File: src/rtl/rect_wave_gen.sv
// Rectangular/trapezoidal waveform sequencer: delay, rise ramp, high, fall ramp, low.
// Optional build macro RECT_WAVE_GEN_CYCLES_EN adds a saturating completed-period counter output.
module rect_wave_gen #(
    parameter int DW = 12,
    parameter int CW = 16
) (
    input  logic          clk,
    input  logic          rst,
    input  logic          start,
    input  logic          stop,
    input  logic          periodic,
    input  logic [DW-1:0] iv,
    input  logic [DW-1:0] pv,
    input  logic [DW-1:0] step_r,
    input  logic [DW-1:0] step_f,
    input  logic [CW-1:0] td,
    input  logic [CW-1:0] tr,
    input  logic [CW-1:0] th,
    input  logic [CW-1:0] tf,
    input  logic [CW-1:0] tl,
    output logic [DW-1:0] dout,
    output logic          busy,
    output logic          done,
    output logic [2:0]    phase
`ifdef RECT_WAVE_GEN_CYCLES_EN
    ,
    output logic [15:0]   cycles
`endif
);

    typedef enum logic [2:0] {
        S_IDLE  = 3'd0,
        S_DELAY = 3'd1,
        S_RISE  = 3'd2,
        S_HIGH  = 3'd3,
        S_FALL  = 3'd4,
        S_LOW   = 3'd5
    } state_t;

    localparam logic [CW-1:0] CNT_ONE = 1;

    state_t        state_q, state_d, nxt;
    logic [CW-1:0] cnt_q, cnt_d;
    logic [DW-1:0] dout_q, dout_d;
    logic          done_q, done_d;
    logic [DW-1:0] iv_q, iv_d, pv_q, pv_d, sr_q, sr_d, sf_q, sf_d;
    logic [CW-1:0] td_q, td_d, tr_q, tr_d, th_q, th_d, tf_q, tf_d, tl_q, tl_d;
    logic          per_q, per_d;
    logic [5:1]    nz_in, nz_q;
`ifdef RECT_WAVE_GEN_CYCLES_EN
    logic [15:0]   cyc_q, cyc_d;
`endif

    // First state at or after 'from' with nonzero duration; periodic runs wrap back to RISE.
    function automatic state_t pick(input logic [2:0] from, input logic [5:1] nz, input logic per);
        state_t r;
        r = S_IDLE;
        for (int i = 1; i <= 5; i++)
            if (r == S_IDLE && i >= int'(from) && nz[i]) r = state_t'(i[2:0]);
        if (per)
            for (int i = 2; i <= 5; i++)
                if (r == S_IDLE && nz[i]) r = state_t'(i[2:0]);
        return r;
    endfunction

    function automatic logic [CW-1:0] dur_of(input state_t s, input logic [CW-1:0] d0, d1, d2, d3, d4);
        logic [CW-1:0] r;
        case (s)
            S_DELAY: r = d0;
            S_RISE:  r = d1;
            S_HIGH:  r = d2;
            S_FALL:  r = d3;
            S_LOW:   r = d4;
            default: r = '0;
        endcase
        return r;
    endfunction

    // One ramp step toward tgt, clamped; widened by one bit so neither end can wrap.
    function automatic logic [DW-1:0] ramp(input logic [DW-1:0] prev, tgt, step);
        logic [DW:0] p, t, s, sum;
        logic [DW-1:0] r;
        p   = {1'b0, prev};
        t   = {1'b0, tgt};
        s   = {1'b0, step};
        sum = p + s;
        if (p <= t) r = (sum >= t) ? tgt : sum[DW-1:0];
        else        r = (p <= t + s) ? tgt : prev - step;
        return r;
    endfunction

    function automatic logic [DW-1:0] level(input state_t s, input logic [CW-1:0] cnt,
                                            input logic [DW-1:0] prev, ivv, pvv, sr, sf);
        logic [DW-1:0] r;
        case (s)
            S_RISE:  r = (cnt == '0) ? pvv : ramp(prev, pvv, sr);
            S_HIGH:  r = pvv;
            S_FALL:  r = (cnt == '0) ? ivv : ramp(prev, ivv, sf);
            default: r = ivv;
        endcase
        return r;
    endfunction

    assign nz_in = {periodic && (tl != '0), tf != '0, th != '0, tr != '0, td != '0};
    assign nz_q  = {per_q && (tl_q != '0), tf_q != '0, th_q != '0, tr_q != '0, td_q != '0};

    always_comb begin
        state_d = state_q;
        cnt_d   = cnt_q;
        dout_d  = dout_q;
        done_d  = 1'b0;
        iv_d = iv_q; pv_d = pv_q; sr_d = sr_q; sf_d = sf_q;
        td_d = td_q; tr_d = tr_q; th_d = th_q; tf_d = tf_q; tl_d = tl_q;
        per_d = per_q;
        nxt     = S_IDLE;
`ifdef RECT_WAVE_GEN_CYCLES_EN
        cyc_d   = cyc_q;
`endif
        if (state_q == S_IDLE) begin
            if (start && !stop) begin
                iv_d = iv; pv_d = pv; sr_d = step_r; sf_d = step_f;
                td_d = td; tr_d = tr; th_d = th; tf_d = tf; tl_d = tl;
                per_d   = periodic;
                nxt     = pick(3'd1, nz_in, periodic);
                state_d = nxt;
                cnt_d   = (nxt == S_IDLE) ? '0 : dur_of(nxt, td, tr, th, tf, tl) - CNT_ONE;
                dout_d  = level(nxt, cnt_d, iv, iv, pv, step_r, step_f);
                done_d  = (nxt == S_IDLE) && !periodic;
`ifdef RECT_WAVE_GEN_CYCLES_EN
                cyc_d   = '0;
`endif
            end
        end else if (stop) begin
            state_d = S_IDLE;
            cnt_d   = '0;
            dout_d  = iv_q;
        end else if (cnt_q != '0) begin
            cnt_d  = cnt_q - CNT_ONE;
            dout_d = level(state_q, cnt_d, dout_q, iv_q, pv_q, sr_q, sf_q);
        end else begin
            nxt     = pick(3'(state_q) + 3'd1, nz_q, per_q);
            state_d = nxt;
            cnt_d   = (nxt == S_IDLE) ? '0 : dur_of(nxt, td_q, tr_q, th_q, tf_q, tl_q) - CNT_ONE;
            dout_d  = level(nxt, cnt_d, dout_q, iv_q, pv_q, sr_q, sf_q);
            done_d  = (nxt == S_IDLE) && !per_q;
`ifdef RECT_WAVE_GEN_CYCLES_EN
            // Moving backwards in the state order means one full period has finished.
            if (nxt != S_IDLE && nxt <= state_q && cyc_q != 16'hFFFF) cyc_d = cyc_q + 16'd1;
`endif
        end
    end

    always_ff @(posedge clk or posedge rst) begin
        if (rst) begin
            state_q <= S_IDLE;
            cnt_q   <= '0;
            dout_q  <= '0;
            done_q  <= 1'b0;
            iv_q <= '0; pv_q <= '0; sr_q <= '0; sf_q <= '0;
            td_q <= '0; tr_q <= '0; th_q <= '0; tf_q <= '0; tl_q <= '0;
            per_q   <= 1'b0;
`ifdef RECT_WAVE_GEN_CYCLES_EN
            cyc_q   <= '0;
`endif
        end else begin
            state_q <= state_d;
            cnt_q   <= cnt_d;
            dout_q  <= dout_d;
            done_q  <= done_d;
            iv_q <= iv_d; pv_q <= pv_d; sr_q <= sr_d; sf_q <= sf_d;
            td_q <= td_d; tr_q <= tr_d; th_q <= th_d; tf_q <= tf_d; tl_q <= tl_d;
            per_q   <= per_d;
`ifdef RECT_WAVE_GEN_CYCLES_EN
            cyc_q   <= cyc_d;
`endif
        end
    end

    assign dout  = dout_q;
    assign busy  = (state_q != S_IDLE);
    assign done  = done_q;
    assign phase = 3'(state_q);
`ifdef RECT_WAVE_GEN_CYCLES_EN
    assign cycles = cyc_q;
`endif

endmodule

File: config.mk
export PLATFORM = sky130hd
export DESIGN_NAME = rect_wave_gen
export DESIGN_NICKNAME = d
export VERILOG_FILES = /design/src/rtl/rect_wave_gen.sv
export SDC_FILE = /design/constraint.sdc
export NUM_CORES = 1
export LEC_CHECK = 0
export ABC_CLOCK_PERIOD_IN_PS = 6900
export BUFFER_PORTS_ARGS = -buffer_cell sky130_fd_sc_hd__buf_2
export CORE_UTILIZATION = 30
export CTS_BUF_LIST = sky130_fd_sc_hd__clkbuf_4 sky130_fd_sc_hd__clkbuf_8 sky130_fd_sc_hd__clkbuf_16
export DETAILED_ROUTE_END_ITERATION = 10
export PLACE_DENSITY = 0.5
export REMOVE_ABC_BUFFERS = 1
export SETUP_SLACK_MARGIN = 0.2
export SYNTH_ARGS = -nofsm -noshare
export SYNTH_HDL_FRONTEND = slang
export SYNTH_SLANG_ARGS = --single-unit
export TNS_END_PERCENT = 5
File: constraint.sdc
create_clock -name clk -period 6.9 [get_ports clk]
set_input_delay 0.345 -clock clk [delete_from_list [all_inputs] [get_ports clk]]
set_output_delay 0.345 -clock clk [all_outputs]
set_load 0.1 [all_outputs]
-- After elaboration in Yosys (flattened, before gate mapping)
Cells that the tools add are included.
- flip-flop bits (word level): 161
- input bits: 133
- add/subtract/negate cells: 15
- $lt $le $gt $ge: 17
- eq/ne operators: 15
- muxes and demuxes: 117
- reductions and logical operators: 65
- operators with widths (cell ; count):
    $mux W12 ; 22
    $mux W3 ; 73
    $mux W16 ; 11
    $reduce_bool A16 Y1 ; 11
    $pmux W16 S5 ; 2
    $pmux W12 S3 ; 3
    $add A12 B12 Y13 ; 7
    $logic_not A3 Y1 ; 19
    $ge A13 B12 Y1 ; 4
    $le A12 B13 Y1 ; 4
    $le A12 B12 Y1 ; 4
    $logic_not A16 Y1 ; 3
    $sub A12 B12 Y12 ; 4
    $sub A16 B1 Y16 const B ; 3
    $logic_and A1 B1 Y1 ; 26
    $eq A3 B2 Y1 const B ; 6
    $eq A3 B3 Y1 const B ; 5
    $eq A3 B1 Y1 const B ; 2
    $ge A2 B3 Y1 const A ; 2
    $ge A3 B3 Y1 const A ; 2
    $mux W1 ; 6
    $reduce_and A2 Y1 ; 2
    $add A3 B1 Y3 const B ; 1
    $ge A1 B3 Y1 const A ; 1
    other kinds (4) ; 6

-- Longest topological paths before layout
Gate-level depths: netlist of the first run.
- depth in word-level cells: 76
- mapped depth: 27
- mapped depth without buffers: 26

-- Worst setup path after synthesis of the first run
No wires, ideal clock.
- path kind: register to register
- start: register state_q[0], in the netlist phase[0]
- end: register dout_q[0], in the netlist dout[0]
- arrival: 6003 ps
- slack: 769 ps
- cell stages (with the launch flop): 26
- path buffers: 2
- period minus slack after synthesis: 6131 ps
- cells stage by stage: dfrtp_1 -> inv_1 -> ha_1 -> inv_1 -> o31a_1 -> and2_1 -> o32ai_2 -> or2_1 -> buf_6 -> buf_6 -> a221oi_1 -> a21oi_1 -> inv_1 -> ha_1 -> o21ai_0 -> nor3_1 -> mux2_2 -> o221ai_2 -> xnor2_1 -> nor2_1 -> nor4b_2 -> and4_4 -> a31oi_4 -> mux2i_1 -> a221o_1 -> a2111o_1
- cells in the longest elaborated chain, start to end: 76
- elaborated cells between the ends (all ways): 92
- RTL lines (element ; RTL line ; source):
    from (decl) ; 42 ; state_t state_q, state_d, nxt;
    from (signal assigned) ; 166 ; state_q <= state_d;
    $add A3 B1 Y3 ; 141 ; nxt = pick(3'(state_q) + 3'd1, nz_q, per_q);
    $ge A1 B3 Y1 ; 59 ; if (r == S_IDLE && i >= int'(from) && nz[i]) r = state_t'(i[2:0]);
    $logic_and A1 B1 Y1 ; 59 ;
    $mux W1 ; 59 ;
    $mux W3 ; 137 ; end else if (cnt_q != '0) begin
    $mux W3 ; 133 ; end else if (stop) begin
    $mux W3 ; 119 ; if (state_q == S_IDLE) begin
    $logic_not A3 Y1 ; 59 ;
    [... 60 more ...] ; - ;
    $sub A16 B1 Y16 ; 143 ; cnt_d = (nxt == S_IDLE) ? '0 : dur_of(nxt, td_q, tr_q, th_q, tf_q, tl_q) - CNT_ONE;
    $mux W16 ; 143 ;
    $logic_not A16 Y1 ; 96, 98 ;
    $mux W12 (on tied branches) ; 98, 96 ;
    $pmux W12 S3 ; 95 ; case (s)
    $mux W12 ; 137 ;
    $mux W12 ; 133 ;
    $mux W12 ; 119 ;
    to (signal assigned) ; 168 ; dout_q <= dout_d;
    to (decl) ; 44 ; logic [DW-1:0] dout_q, dout_d;
Parallel ways exist; a longest one is shown, timed or not. The select of a mux whose other input is x is not followed.
A chain may end at the register's enable or synchronous reset.

-- Final worst setup path of the first run
- start: register th_q[8]
- end: register dout_q[0], in the netlist dout[0]
- cells in the longest elaborated chain, start to end: 61
- elaborated cells between the ends (all ways): 67
- RTL lines (element ; RTL line ; source):
    from (decl) ; 47 ; logic [CW-1:0] td_q, td_d, tr_q, tr_d, th_q, th_d, tf_q, tf_d, tl_q, tl_d;
    from (signal assigned) ; 171 ; td_q <= td_d; tr_q <= tr_d; th_q <= th_d; tf_q <= tf_d; tl_q <= tl_d;
    $reduce_bool A16 Y1 ; 105 ; assign nz_q = {per_q && (tl_q != '0), tf_q != '0, th_q != '0, tr_q != '0, td_q != '0};
    $logic_and A1 B1 Y1 ; 59 ;
    $mux W3 ; 59 ;
    $mux W3 ; 137 ;
    $mux W3 ; 133 ;
    $mux W3 ; 119 ;
    $logic_not A3 Y1 ; 59 ;
    $logic_and A1 B1 Y1 (2 in series) ; 59 ;
    [... 44 more ...] ; - ;
    $sub A16 B1 Y16 ; 143 ;
    $mux W16 ; 143 ;
    $logic_not A16 Y1 ; 96, 98 ;
    $mux W12 (on tied branches) ; 98, 96 ;
    $pmux W12 S3 * ; 95 ;
    $mux W12 * ; 137 ;
    $mux W12 * ; 133 ;
    $mux W12 * ; 119 ;
Mark *: on every way between the ends. The rest lies on a longest branch, timed or not. The select of a mux whose other input is x is not followed.

==> impl_metrics.env, run 1 <==
export IMPL_status="finished, final reports clean"
export IMPL_postSynthCellCount=2444
export IMPL_grt_pass1_vias=19617
export IMPL_firstDrtPassIters=7
export IMPL_seq_area_frac_synth=0.212
export IMPL_num_vias=20153
export IMPL_arrival_ns=6.87
export IMPL_synth_distinct_cells=94
export IMPL_clock_sinks=161
export IMPL_grt_usage=0.266
export IMPL_cts_buffers=17
export IMPL_crit_path_start_kind="flip-flop"
export IMPL_ys_async_sr_fraction=1.00
export IMPL_synthTopCellsByArea="dfrtp_1, ha_1, nand2_1"
export IMPL_drt_iter0_markers=1893
export IMPL_period_needed_ns=6.49
export IMPL_diodes=0
export IMPL_min_period_over_period=0.940
export IMPL_drc=0
export IMPL_end_kind="flip-flop"
export IMPL_ys_warn_count=0
export IMPL_syn_area_per_cell_um2=7.78
export IMPL_final_antenna_net_count=0
export IMPL_final_setup_viol_count=0
export IMPL_cts_root_buf="clkbuf_16"
export IMPL_row_count=91
export IMPL_die_width_um=254
export IMPL_fin_ws_ns=0.414
export IMPL_critPathRequiredTime_ns=7.29
export IMPL_synth_main_ff_cell="dfrtp_1"
export IMPL_crit_type="reg -> reg"
export IMPL_critPathMaxFanout=9
export IMPL_initial_core_util=0.306
export IMPL_cts_tree="yes"
export IMPL_fmax_ghz=0.154
export IMPL_gp_congestion=1.04
export IMPL_synth_largest_area_cell="dfrtp_1"
export IMPL_insertion_delay_ns=0.51
export IMPL_viasPerCell=5.86
export IMPL_min_path_type="in -> reg"
export IMPL_dp_hpwl_mm=68.9
export IMPL_worst_slew_pin_slew_ns=1.15
export IMPL_drv_cap=0
export IMPL_maxSlewViolCount=0
export IMPL_area_delta_synth_final_pct=13.6
export IMPL_rsz0062_at_grt="true"
export IMPL_portBuffers=149
export IMPL_dieArea_mm2=0.0644
export IMPL_cts_max_level=4
export IMPL_core_area_mm2=0.0622
export IMPL_die_y_um=254
export IMPL_io_pins=150
export IMPL_yosys_area_top_type_share=0.212
export IMPL_netlist_area_mm2=0.0190
export IMPL_synthTopCellsByCount="nand2_1, ha_1, a21oi_1"
export IMPL_wl_per_cell_um=24.9
export IMPL_grt_max_degree=105
export IMPL_fin_skew_ns=0.0197
export IMPL_ys_ff_latch=161
export IMPL_clkSlewWorstSetupHoldPaths_ns=0.08
export IMPL_synth_edf_count=0
export IMPL_drive_above_1_share=0.119
export IMPL_grt_ovfl_total=0
export IMPL_hold_viol=0
export IMPL_fin_nets=2979
export IMPL_dp_slack_ns=0.397
export IMPL_cts_buffer_depth=2
export IMPL_antenna_found_initial=0
export IMPL_max_slew_margin_rel=0.234
export IMPL_yosysMostFrequentCell="nand2_1"
export IMPL_grt_pass1_wl_mm=127
export IMPL_wirelength_mm=85.8
## routing by layer
metal	vias up	track usage	part of all wire
met5	-	0	0
met4	0	0.130	0.049
met3	202	0.0412	0.063
met2	848	0.443	0.47
met1	9813	0.334	0.42
li1	9290	-	-
## flip-flops by register name (all words and copies together) (netlist names)
name   count
tf_q      16
done       1
td_q      16
dout      12
th_q      16
pv_q      12
sr_q      12
cnt_q     16
sf_q      12
phase      3
tr_q      16
tl_q      16
iv_q      12
per_q      1
## critical path, stage by stage, from the launching register on
cell	delay [ns]
dfrtp_1	0.45
nor4_1	0.59
nand4_1	0.36
a22o_1	0.33
nand2b_1	0.19
a32o_1	0.44
a222oi_1	0.62
a21oi_1	0.22
inv_1	0.14
ha_1	0.19
o21ai_0	0.15
nor3_1	0.16
mux2_2	0.20
o221ai_2	0.16
nor3_4	0.32
a21boi_1	0.16
nor4b_2	0.28
and4_4	0.31
a31oi_4	0.11
mux2i_1	0.18
a221o_1	0.39
a2111o_1	0.40
## cells by family (layout without fill, tap and decap cells)
| group | after synthesis | count (layout) | share of synthesized area |
|---|---|---|---|
| flip-flops | 161 | 161 | 0.212 |
| XOR/XNOR | 103 | 103 | 0.0475 |
| AND/OR/NAND/NOR | 875 | 875 | 0.215 |
| adder cells (fa/ha/maj) | 258 | 258 | 0.174 |
| multiplexers | 55 | 55 | 0.0296 |
| buffers and inverters | 251 | 408 | 0.0519 |
| AO/OA/AOI/OAI | 741 | 741 | 0.270 |
## what timing repair did
| action | CTS | global route |
|---|---|---|
| endpoints found under the setup margin | 0 | 8 |
| resized for setup | 0 | 1 |
| hold buffers | 1 | 0 |
| hold endpoints to repair | 54 | 0 |
| setup buffers | 0 | 2 |
## metrics by stage
| step | setup TNS (ns) | hold WS (ns) | area [µm²] | utilization | instances |
|---|---|---|---|---|---|
| after global routing | 0 | 0.0665 | 21600 | 0.347 | 3438 |
| after floorplan | -8.05 | 0.444 | 18600 | - | 2345 |
| final | 0 | 0.0769 | 21600 | 0.347 | 3438 |
| after global placement | 0 | 0.458 | 21000 | 0.337 | 3403 |
| after CTS | 0 | 0.0355 | 21600 | 0.347 | 3436 |
| after detailed placement | 0 | 0.454 | 21000 | 0.337 | 3403 |
## path summary, 6_finish.rpt
path / start / endpoint / slack, ns / cells past startpoint
max: th_q[8] / dout[0] / 0.41 / 21
min: th[3] / th_q[3] / 0.08 / 3
max reg2reg: th_q[8] / dout[0] / 0.41 / 21
min reg2reg: tl_q[9] / tl_q[9] / 0.51 / 2
max in group asynchronous: rst / tf_q[3] / 5.19 / 4
min in group asynchronous: rst / tf_q[13] / 0.45 / 3
## placed cells by master (no fill, tap or decap), types with 45 or more instances in the layout
cell type / synthesis / layout
buf_2: 5 / 149
ha_1: 248 / 248
a21o_1: 56 / 56
nor3_1: 50 / 50
nand2_1: 414 / 413
nor2_1: 152 / 149
buf_4: 0 / 73
nor4_1: 53 / 52
mux2i_1: 45 / 45
a21oi_1: 167 / 167
xnor2_1: 68 / 68
o21ai_0: 144 / 144
inv_1: 150 / 149
dfrtp_1: 161 / 161
## final cells by class
type                       count  area [µm²]
clock buffer                  17         425
clock inverter                15         166
fill                        6674       40600
inverter                     152         576
multi-input combinational   2032       14000
sequential                   161        4030
tap                          837        1050
timing repair buffer         224        1320
Power of run 1 is left out: the tool's default activity adds up to more than one toggle a clock period on the data nets, which glitch-free logic cannot reach.
==> run 2, diff against run 1 <==
==> constraint.sdc (replaced) <==
create_clock -name clk -period 6.9 [get_ports clk]
set_input_delay 2.07 -clock clk [delete_from_list [all_inputs] [get_ports clk]]
set_output_delay 2.07 -clock clk [all_outputs]
set_load 0.1 [all_outputs]
==> run 2 against run 1 <==
  * Global-route usage increased by 0.15 points
  * Critical path depth unchanged
  * Register-to-register slack improved by 0.13 ns
  * Largest cell class unchanged
  * First-iteration DRC count decreased by 6.1%
  * Hold slack improved by 0.43 ns
==> impl_metrics.env, run 2 (synthesis gave the netlist of run 1 again) <==
export IMPL_status="finished, final reports clean"
export IMPL_insertion_delay_ns=0.52
export IMPL_min_period_over_period=0.938
export IMPL_hold_viol=0
export IMPL_drt_iter0_markers=1778
export IMPL_crit_path_frequent_cell="buf_4"
export IMPL_crit_type="in -> reg"
export IMPL_clkSlewWorstSetupHoldPaths_ns=0.07
export IMPL_cts_buffer_depth=2
export IMPL_grt_pass1_wl_mm=128
export IMPL_firstDrtPassIters=5
export IMPL_cts_root_buf="clkbuf_16"
export IMPL_crit_path_start_kind="input port"
export IMPL_io_pins=150
export IMPL_cts_max_level=4
export IMPL_antenna_found_initial=0
export IMPL_placed_cells=3572
export IMPL_grt_ovfl_total=0
export IMPL_clock_sinks=161
export IMPL_initial_core_util=0.306
export IMPL_area_delta_synth_final_pct=20.4
export IMPL_worstHoldStart="td_q[14]"
export IMPL_max_stage_delay_ns=0.55
export IMPL_maxSlewViolCount=0
export IMPL_utilization=0.368
export IMPL_grt_pass1_vias=20228
export IMPL_grt_usage=0.268
export IMPL_wl_per_cell_um=23.9
export IMPL_reg2reg_from="phase[1]"
export IMPL_dieArea_mm2=0.0644
export IMPL_worst_slew_pin_slew_ns=1.15
export IMPL_dp_hpwl_mm=69.8
export IMPL_grt_max_degree=86
export IMPL_final_setup_viol_count=0
export IMPL_rsz0062_at_grt="true"
export IMPL_final_antenna_net_count=0
export IMPL_core_area_mm2=0.0622
export IMPL_drc=0
export IMPL_cts_buffers=17
export IMPL_drive_above_1_share=0.175
export IMPL_fmax_ghz=0.154
export IMPL_row_count=91
export IMPL_drv_cap=0
export IMPL_num_vias=20553
export IMPL_die_y_um=254
export IMPL_final_cell_mix="nand2_1, ha_1, buf_4"
export IMPL_period_needed_ns=6.48
export IMPL_max_slew_margin_rel=0.229
export IMPL_min_path_type="reg -> reg"
export IMPL_fin_tns_setup_ns=0
export IMPL_cts_tree="yes"
export IMPL_portBuffers=149
export IMPL_crit_chain="buf_2 -> nor4_2 -> buf_4 -> nand4_1 -> and4_1 -> buf_4 -> buf_4 -> a221o_1 -> or4_1 -> buf_4 -> nor4_1 -> xor2_1 -> nand2_1 -> nand4_1 -> buf_4 -> or3b_2 -> buf_4 -> a211o_1 -> o211ai_1 -> a21oi_1 -> o311ai_0"
export IMPL_fin_skew_ns=0.0152
export IMPL_end_kind="flip-flop"
export IMPL_critPathMaxFanout=13
export IMPL_diodes=0
export IMPL_fin_nets=3145
export IMPL_critPathRequiredTime_ns=7.29
export IMPL_final_cell_count_no_fill=3603
export IMPL_viasPerCell=5.70
export IMPL_arrival_ns=6.87
export IMPL_gp_congestion=0.955
export IMPL_die_width_um=254
export IMPL_final_common_cell="nand2_1"
export IMPL_wirelength_mm=86.2
export IMPL_crit_slowest_cell="or4_1"
export IMPL_crit_start="tf[2]"
==> run 2: changes by cell type in the layout (fill, tap and decap cells not counted), sizes merged <==
cell         delta
buf           +167
bufinv          +1
clkbuf          +2
clkinv          -4
clkinvlp        -1
dlygate4sd3     -1
inv             +1
==> run 2: repair_timing <==
action                                  CTS  global route
endpoints found under the setup margin    1            12
buffers inserted                          0             0
pin swaps                                 0             0
hold buffers                              0             0
gates resized for setup                   1            15
==> run 2: final cells by class <==
class                   instances  area (µm²)
repair buffers                390        2570
clock inverters                12         140
fillers                      6644       39300
clock buffers                  19         447
well taps                     837        1050
inverters                     152         576
flip-flops and latches        161        4030
multi-input cells            2032       14100
==> run 2: through the flow <==
stage                     area [µm²]  hold slack, ns  worst slack (ns)
after detailed placement       22200           0.488            -0.373
after global placement         22200           0.485            -0.329
after floorplan                18600           0.459             -1.23
final                          22900           0.503             0.425
after global routing           22900           0.526             0.134
after CTS                      22800           0.506             0.244
==> run 2: worst paths after layout <==
path | slack [ns] | depth (start not counted) | end
worst min-delay path | 0.50 | 2 | td_q[14]
worst max register to register | 0.54 | 27 | dout[11]
min in group asynchronous | 1.73 | 2 | tf_q[14]
worst min register to register | 0.50 | 2 | td_q[14]
max in group asynchronous | 3.97 | 3 | dout[0]
worst max-delay path | 0.42 | 21 | dout[7]
==> run 2: routing by layer <==
metal | global-route usage | share of wire | up-vias
met2 | 0.442 | 0.46 | 775
met3 | 0.0319 | 0.049 | 197
met1 | 0.333 | 0.42 | 9966
met5 | 0 | 0 | -
met4 | 0.161 | 0.065 | 0
li1 | - | - | 9615
==> run 2: critical path, delay by kind of cell <==
family	cells	cell delay, ns
and+or+nand+nor	8	2.42
buffers and inverters	7	1.23
AOI/OAI and AO/OA	5	0.90
xor gates and xnor gates	1	0.26
Power of run 2 is left out for the same reason.
